[src/rtl/tt_toggle_pkg.sv]
// Shared types and constants for the toggle decoder tile.
// Holds the debounce FSM state encoding, counter widths and pin bit indices.
// Imported by toggle_debounce and tt_um_nasser_hadi_toggle_decoder.
package tt_toggle_pkg;

  typedef enum logic {
    IDLE    = 1'b0,
    QUALIFY = 1'b1
  } dec_state_t;

  localparam int CNT_W = 8;   // event counter width
  localparam int TMO_W = 16;  // idle timer width
  localparam int DBC_W = 4;   // debounce counter width (DEBOUNCE_CYCLES <= 15)

  // ui_in bit positions
  localparam int UI_LINE  = 0;
  localparam int UI_CLEAR = 1;
  localparam int UI_SAT   = 2;

  // uo_out bit positions
  localparam int UO_PULSE = 0;
  localparam int UO_LEVEL = 1;
  localparam int UO_OVF   = 2;
  localparam int UO_IDLE  = 3;

endpackage

[src/rtl/toggle_debounce.sv]
// Synchronises an async toggle line and qualifies each level change.
// Latency: SYNC_STAGES + DEBOUNCE_CYCLES edges from line change to pulse/level.
// No backpressure: ena=0 freezes all state and forces pulse low next edge.
// Ports: clk, rst_n, ena, line (async in); level (filtered), pulse (1-cycle),
//        accept (combinational strobe: pulse/level update on the coming edge).
module toggle_debounce
  import tt_toggle_pkg::*;
#(
  parameter int SYNC_STAGES     = 2,
  parameter int DEBOUNCE_CYCLES = 4
) (
  input  logic clk,
  input  logic rst_n,
  input  logic ena,
  input  logic line,
  output logic level,
  output logic pulse,
  output logic accept
);

  localparam logic [DBC_W-1:0] DBC_LAST = DBC_W'(DEBOUNCE_CYCLES - 1);

  logic [SYNC_STAGES-1:0] sync_ff;
  logic                   sync_q;
  dec_state_t             state;
  logic [DBC_W-1:0]       dbc_cnt;

  assign sync_q = sync_ff[SYNC_STAGES-1];

  always_ff @(posedge clk or negedge rst_n) begin
    if (!rst_n) begin
      sync_ff <= '0;
    end else if (ena) begin
      sync_ff <= {sync_ff[SYNC_STAGES-2:0], line};
    end
  end

  // Accept fires when the differing level has persisted long enough. With a
  // one-cycle debounce the first differing sample is accepted from IDLE.
  // Exported so the counters update on the same edge the pulse rises.
  always_comb begin
    accept = 1'b0;
    if (ena && (sync_q != level)) begin
      if (state == IDLE) accept = (DEBOUNCE_CYCLES == 1);
      else               accept = (dbc_cnt == DBC_LAST);
    end
  end

  always_ff @(posedge clk or negedge rst_n) begin
    if (!rst_n) begin
      state   <= IDLE;
      dbc_cnt <= '0;
      level   <= 1'b0;
      pulse   <= 1'b0;
    end else begin
      pulse <= 1'b0;
      if (ena) begin
        if (accept) begin
          level   <= sync_q;
          pulse   <= 1'b1;
          state   <= IDLE;
          dbc_cnt <= '0;
        end else if (sync_q == level) begin
          // Matching level: either quiet line or a glitch that reverted.
          state   <= IDLE;
          dbc_cnt <= '0;
        end else if (state == IDLE) begin
          state   <= QUALIFY;
          dbc_cnt <= DBC_W'(1);
        end else begin
          dbc_cnt <= dbc_cnt + 1'b1;
        end
      end
    end
  end

endmodule

[src/rtl/tt_um_nasser_hadi_toggle_decoder.sv]
// Toggle-line decoder tile: debounced event pulse, 8-bit event count, idle flag.
// Latency: SYNC_STAGES + DEBOUNCE_CYCLES edges; count updates with the pulse.
// No backpressure: ena=0 holds all state (pulse drops); clear wins over increment.
// Ports: ui_in[0] line, [1] clear, [2] saturate; uo_out[0] pulse, [1] level,
//        [2] overflow, [3] idle; uio_out event count; uio_oe all outputs.
module tt_um_nasser_hadi_toggle_decoder
  import tt_toggle_pkg::*;
#(
  parameter int SYNC_STAGES     = 2,
  parameter int DEBOUNCE_CYCLES = 4,
  parameter int TIMEOUT_CYCLES  = 255
) (
  input  logic       clk,
  input  logic       rst_n,
  input  logic       ena,
  input  logic [7:0] ui_in,
  output logic [7:0] uo_out,
  input  logic [7:0] uio_in,
  output logic [7:0] uio_out,
  output logic [7:0] uio_oe
);

  localparam logic [TMO_W-1:0] TMO_MAX = TMO_W'(TIMEOUT_CYCLES);

  logic             level;
  logic             pulse;
  logic             accept;
  logic             clear;
  logic             sat_mode;
  logic [CNT_W-1:0] evt_cnt;
  logic             ovf;
  logic             idle;
  logic [TMO_W-1:0] tmo_cnt;
  logic [TMO_W-1:0] tmo_nxt;
  logic             unused;

  assign clear    = ui_in[UI_CLEAR];
  assign sat_mode = ui_in[UI_SAT];
  assign unused   = &{1'b0, ui_in[7:3], uio_in};

  toggle_debounce #(
    .SYNC_STAGES    (SYNC_STAGES),
    .DEBOUNCE_CYCLES(DEBOUNCE_CYCLES)
  ) u_debounce (
    .clk   (clk),
    .rst_n (rst_n),
    .ena   (ena),
    .line  (ui_in[UI_LINE]),
    .level (level),
    .pulse (pulse),
    .accept(accept)
  );

  // Idle timer saturates at the timeout so idle stays asserted.
  assign tmo_nxt = (tmo_cnt == TMO_MAX) ? tmo_cnt : tmo_cnt + 1'b1;

  always_ff @(posedge clk or negedge rst_n) begin
    if (!rst_n) begin
      evt_cnt <= '0;
      ovf     <= 1'b0;
      tmo_cnt <= '0;
      idle    <= 1'b0;
    end else if (ena) begin
      if (clear) begin
        evt_cnt <= '0;
        ovf     <= 1'b0;
        tmo_cnt <= '0;
        idle    <= 1'b0;
      end else if (accept) begin
        tmo_cnt <= '0;
        idle    <= 1'b0;
        if (evt_cnt == '1) begin
          ovf     <= 1'b1;
          evt_cnt <= sat_mode ? evt_cnt : '0;
        end else begin
          evt_cnt <= evt_cnt + 1'b1;
        end
      end else begin
        tmo_cnt <= tmo_nxt;
        idle    <= (tmo_nxt == TMO_MAX);
      end
    end
  end

  always_comb begin
    uo_out           = '0;
    uo_out[UO_PULSE] = pulse;
    uo_out[UO_LEVEL] = level;
    uo_out[UO_OVF]   = ovf;
    uo_out[UO_IDLE]  = idle;
  end

  assign uio_out = evt_cnt;
  assign uio_oe  = 8'hFF;

endmodule

[config.mk]
export PLATFORM = sky130hd
export DESIGN_NAME = tt_um_nasser_hadi_toggle_decoder
export DESIGN_NICKNAME = d
export VERILOG_FILES = /design/src/rtl/tt_toggle_pkg.sv /design/src/rtl/toggle_debounce.sv /design/src/rtl/tt_um_nasser_hadi_toggle_decoder.sv
export SDC_FILE = /design/constraint.sdc
export NUM_CORES = 1
export LEC_CHECK = 0
export ABC_AREA = 1
export CAP_MARGIN = 5
export CORE_MARGIN = 2
export CORE_UTILIZATION = 47
export DETAILED_ROUTE_END_ITERATION = 8
export HOLD_SLACK_MARGIN = 0.12
export MAX_ROUTING_LAYER = met4
export PLACE_DENSITY = 0.79
export SLEW_MARGIN = 25
export SYNTH_ARGS = -nofsm -noshare
export SYNTH_HDL_FRONTEND = slang
export SYNTH_SLANG_ARGS = --single-unit
[constraint.sdc]
create_clock -name clk -period 1.4 [get_ports clk]
set_input_delay 0.21 -clock clk [delete_from_list [all_inputs] [get_ports clk]]
set_output_delay 0.21 -clock clk [all_outputs]
set_load 0.005 [all_outputs]
### After elaboration in Yosys (flattened, before gate mapping)

Index checks and enable logic that the tools add are counted.

* add/sub/neg operators: 3
* reductions and logical operators: 6
* multiplexer cells: 21
* equal/unequal tests: 7

Operators with widths (number)
* 16-bit 2-to-1 mux: 3
* 16-bit by 8-bit equality test with 1-bit output (second input constant): 2
* 8-bit 2-to-1 mux: 4
* 16-bit by 1-bit adder with 16-bit output (second input constant): 1
* 4-bit 2-to-1 mux: 3
* 1-bit 2-to-1 mux: 11
* 8-bit by 1-bit adder with 8-bit output (second input constant): 1
* 8-bit equality test (second input constant): 1
* 3-bit AND reduction: 2
* 4-bit by 1-bit adder with 4-bit output (second input constant): 1
* 4-bit by 2-bit equality test with 1-bit output (second input constant): 1
* 2-bit nonzero test: 2
* 3-bit != test (second input constant): 1
* 2-bit AND reduction: 1
* 1-bit equality test: 1
* 1-bit logical AND: 1
* 1-bit != test: 1

* flip-flop bits (word level): 35
* input port bits: 19
* logic and storage cells: 46

### Longest topological paths before layout

* depth after elaboration: 5
* gate-level depth with buffers: 12

### Hierarchy

From an unflattened synthesis, not the netlist that was laid out.

* cell total of the unflattened synthesis: 314
* area, all modules: 2242.2 µm²

Modules (own cells, without submodules)
* tt_um_nasser_hadi_toggle_decoder: cells an instance 258, area an instance 1789.2 µm², instances 1
* toggle_debounce: cells an instance 56, area an instance 452.9 µm², instances 1

### Worst setup path after synthesis

OpenSTA, ideal clock, no wires.

* kind: flip-flop to flip-flop
* from: reg tmo_cnt[0]
* to: reg idle
* stages on the path, launching flop included: 11
* path slack: -114 ps
* library setup time: 65 ps
* data arrival time: 1449 ps
* period minus slack after synthesis: 1514 ps
* required time: 1335 ps
* cell sequence: dfrtp_1 > ha_1 > nand3_2 > nor2_4 > nand2_2 > buf_6 > o21ai_2 > nand3_1 > nor2_1 > nand3_1 > nand2_1

* cells in the longest elaborated chain, start to end: 5

Ends and longest elaborated chain
* start: declaration: line tt_um_nasser_hadi_toggle_decoder.sv:33 `logic [TMO_W-1:0] tmo_cnt;`
* start signal: assignment: line tt_um_nasser_hadi_toggle_decoder.sv:79 `tmo_cnt <= tmo_nxt;`
* 16-bit by 1-bit adder with 16-bit output or 16-bit by 8-bit equality test with 1-bit output (tied branches): line tt_um_nasser_hadi_toggle_decoder.sv:55 `assign tmo_nxt = (tmo_cnt == TMO_MAX) ? tmo_cnt : tmo_cnt + 1'b1;`
* 16-bit 2-to-1 mux (*): line tt_um_nasser_hadi_toggle_decoder.sv:55
* 16-bit by 8-bit equality test with 1-bit output (*): line tt_um_nasser_hadi_toggle_decoder.sv:80 `idle <= (tmo_nxt == TMO_MAX);`
* 1-bit 2-to-1 mux (*): line tt_um_nasser_hadi_toggle_decoder.sv:69 `end else if (accept) begin`
* 1-bit 2-to-1 mux (*): line tt_um_nasser_hadi_toggle_decoder.sv:64 `if (clear) begin`
* end signal: assignment: line tt_um_nasser_hadi_toggle_decoder.sv:80
* end: declaration: line tt_um_nasser_hadi_toggle_decoder.sv:32 `logic idle;`

Mark *: on every way between the ends. The rest lies on a longest branch, timed or not.
A chain may end at the register's enable or synchronous reset.

### Worst setup path in the final report

* from: reg tmo_cnt[1]
* to: reg idle

The elaborated chain is that of the path after synthesis.

==> metrics <==
status=finished, violations left; failing checks=setup timing; Detailed Route WL=8660 um; IO Count=43; diode count=0; Detailed Routing Iterations Pass 1=5; CP most frequent cell=nand2_1; Die Span Y=73.1 um; Nets=416; crit path kind=reg2reg; fraction of layout cells with a size suffix above 1=43.8%; pre-CTS setup slack=-0.234 ns; register area share after synthesis=39.0%; setup TNS=-6.63 ns; R2R Setup Slk=-0.36 ns; distinct cell type count after synthesis=32; worst setup slack after layout=-0.362 ns; critical register-to-register path endpoint=idle$_DFFE_PN0P_; maximum VDD drop=0.000492 V; DP Cell Count=425; clock latency on the worst-skew pair=0.31 ns; clk sinks=35; Yosys reg bits=35; most frequent cells in the layout=66 x nand2_1, 63 x buf_4, 33 x dfrtp_1; root buf cell=clkbuf_8; Vias=2668; CP Buf/Inv Count=1; CTS Buf Count=5; fin util=about three quarters; core area=4660 um^2; fin cells=between 400 and 500; Rows=25; first-pass GRT wire length=between 10000 and 15000 um; total congestion overflow=0; crit-path cells=buf_6, nand2_4, nor2_4, nand2_2, nand2_1, nand2_2, o21ai_1, nand2_1, nor2_2, nand3_2, nand2_1; fin crit period=1.76 ns; vias in the first global route=between 2000 and 2500; synth-to-layout area growth=54.7%; worst r2r src=tmo_cnt[1]$_DFFE_PN0P_; drt wl/cell=19.3 um; Worst Setup End Kind=register; TritonCTS clock tree=yes; Detail Route Antenna Nets=0; power density cells=707 nW/um^2; unrepaired setup endpoints after global routing=true; Final period util=126%; # DRC=0; Total Power=2.45 mW; min-delay worst type=in2async; DP Area=2880 um^2; critical path's slowest cell=dfrtp_1; Setup crit end=idle$_DFFE_PN0P_; Max Cap Viol=0; antenna violations before repair=0; crit-path max FO=4; Synth Instances=303; number of port buffers=17; Critical Path Start=tmo_cnt[1]$_DFFE_PN0P_; total track usage=26.5%; worst clock skew=0.0147 ns; via density per instance=5.94; hold buffer count at cts=0; number of fill cells=277; Startpoint Class=register; Initial DRC Count=450; full die area=5340 um^2; routability congestion estimate=0.921; post-layout instance area=~3500 um^2; CTS Buffer Depth=2; R2R cell count=11; largest net degree at the start of global routing=36; smallest hold slack=0.267 ns; Worst EP required=1.64 ns; critical path depth=11; synthesized cell area=2240 um^2; chip width=73.1 um; Largest delay share family, worst path=simple AND/OR/NAND/NOR gates; Fmax achieved=567 MHz; Avg Cell Area, Syn=7.40 um^2; Warnings, synthesis=0; WP data arrival=2.00 ns; final hold violation count=0; Initial Util=around half; most common cell after layout, fill and taps aside=nand2_1; final slew viol count=0; Worst path max stage delay=0.43 ns; clock-pin transition on the worst setup and hold timing paths=0.08 ns; Static Leakage=~1.6 nW; setup violators final=32; post-DP HPWL=4060 um; CTS H-tree depth=2
[metal layers]
layer  routed length (um)  track usage [%]
met5                    0                -
met3                  677             5.52
met2                 4190             44.7
met1                 3160             29.5
met4                  631             13.4
[cells in the mapped netlist]
master    count  share of area [%]
o21ai_2       1               0.39
nand2_1      88                 15
clkinv_1      1               0.17
buf_6         2                1.0
o21ai_1       2               0.45
or2_2         2               0.56
nand2_2       5                1.4
nor3_1        2               0.45
dfrtp_1      35                 39
o21ai_0      18                4.0
nand4_1      10                2.8
buf_2         1               0.22
a22o_1        4                1.6
xor2_1        5                2.0
nand3_1      18                4.0
o22ai_1      11                3.1
o21bai_1      2               0.67
inv_1        32                5.4
a21oi_1       3               0.67
clkbuf_1      2               0.33
nand3_2       1               0.45
conb_1        2               0.33
a31o_2        1               0.39
nor2_1       24                4.0
nor2_8        1               0.89
ha_1          3                1.7
xnor2_1       2               0.78
nor2_2        4                1.1
o211ai_1      1               0.33
nand3b_1      1               0.33
nor2_4        3                1.5
buf_4        16                5.4
[final cells by class]
type | count | area, um^2 | area share [%]
sequential | 35 | 878 | 25.3
tap | 54 | 67.6 | 1.95
inverter | 33 | 133 | 3.82
clock buffer | 5 | 68.8 | 1.98
multi-input combinational | 226 | 1480 | 42.7
timing repair buffer | 93 | 797 | 23.0
clock inverter | 3 | 43.8 | 1.26
[worst min-delay path by stage]
stage,cells after the start,slack [ns],endpoint,startpoint
floorplan,0,-0.09,idle$_DFFE_PN0P_,rst_n
detailed placement,2,0.46,u_debounce.sync_ff[0]$_DFFE_PN0P_,u_debounce.sync_ff[0]$_DFFE_PN0P_
global route,2,0.29,uio_out[7]$_DFFE_PN0P_,rst_n
finish,2,0.27,tmo_cnt[10]$_DFFE_PN0P_,rst_n
CTS,2,0.29,tmo_cnt[10]$_DFFE_PN0P_,rst_n
global placement,2,0.46,u_debounce.sync_ff[0]$_DFFE_PN0P_,u_debounce.sync_ff[0]$_DFFE_PN0P_
[kinds of logic after synthesis]
family	Yosys count	share of synthesized area, %
buffers and inverters	54	12.4
AO/OA/AOI/OAI	43	11.5
XOR/XNOR	7	2.73
AND/OR/NAND/NOR	159	32.2
flip-flops	35	39.0
other	2	0.335
adder cells (fa/ha/maj)	3	1.67
[registers in the layout (all words and copies together), names as in the netlist]
register	count
idle	1
ovf	1
tmo_cnt	16
u_debounce.dbc_cnt	4
u_debounce.level	1
u_debounce.pulse	1
u_debounce.state	1
u_debounce.sync_ff	2
uio_out	8
[worst reg2reg max path: cells and delay by family, from the launching register on]
kind / cells / cell delay, ns
compound gates: 1 / 0.20
simple gates: 9 / 0.92
flops: 1 / 0.43
buf+inv: 1 / 0.16
[where the power goes]
part	total (mW)	switching [mW]	internal [mW]
combinational	0.427	0.241	0.186
clock	0.946	0.416	0.530
sequential	1.08	0.0388	1.04
total	2.45	0.695	1.76
[what timing repair did]
action | 4_1_cts | 5_1_grt
endpoints found under the setup margin | 35 | 28
buffers inserted | 5 | 10
cloned | 1 | 1
pin swaps | 18 | 36
resized for setup | 55 | 68
No activity file was read; power rests on OpenSTA's default activity.
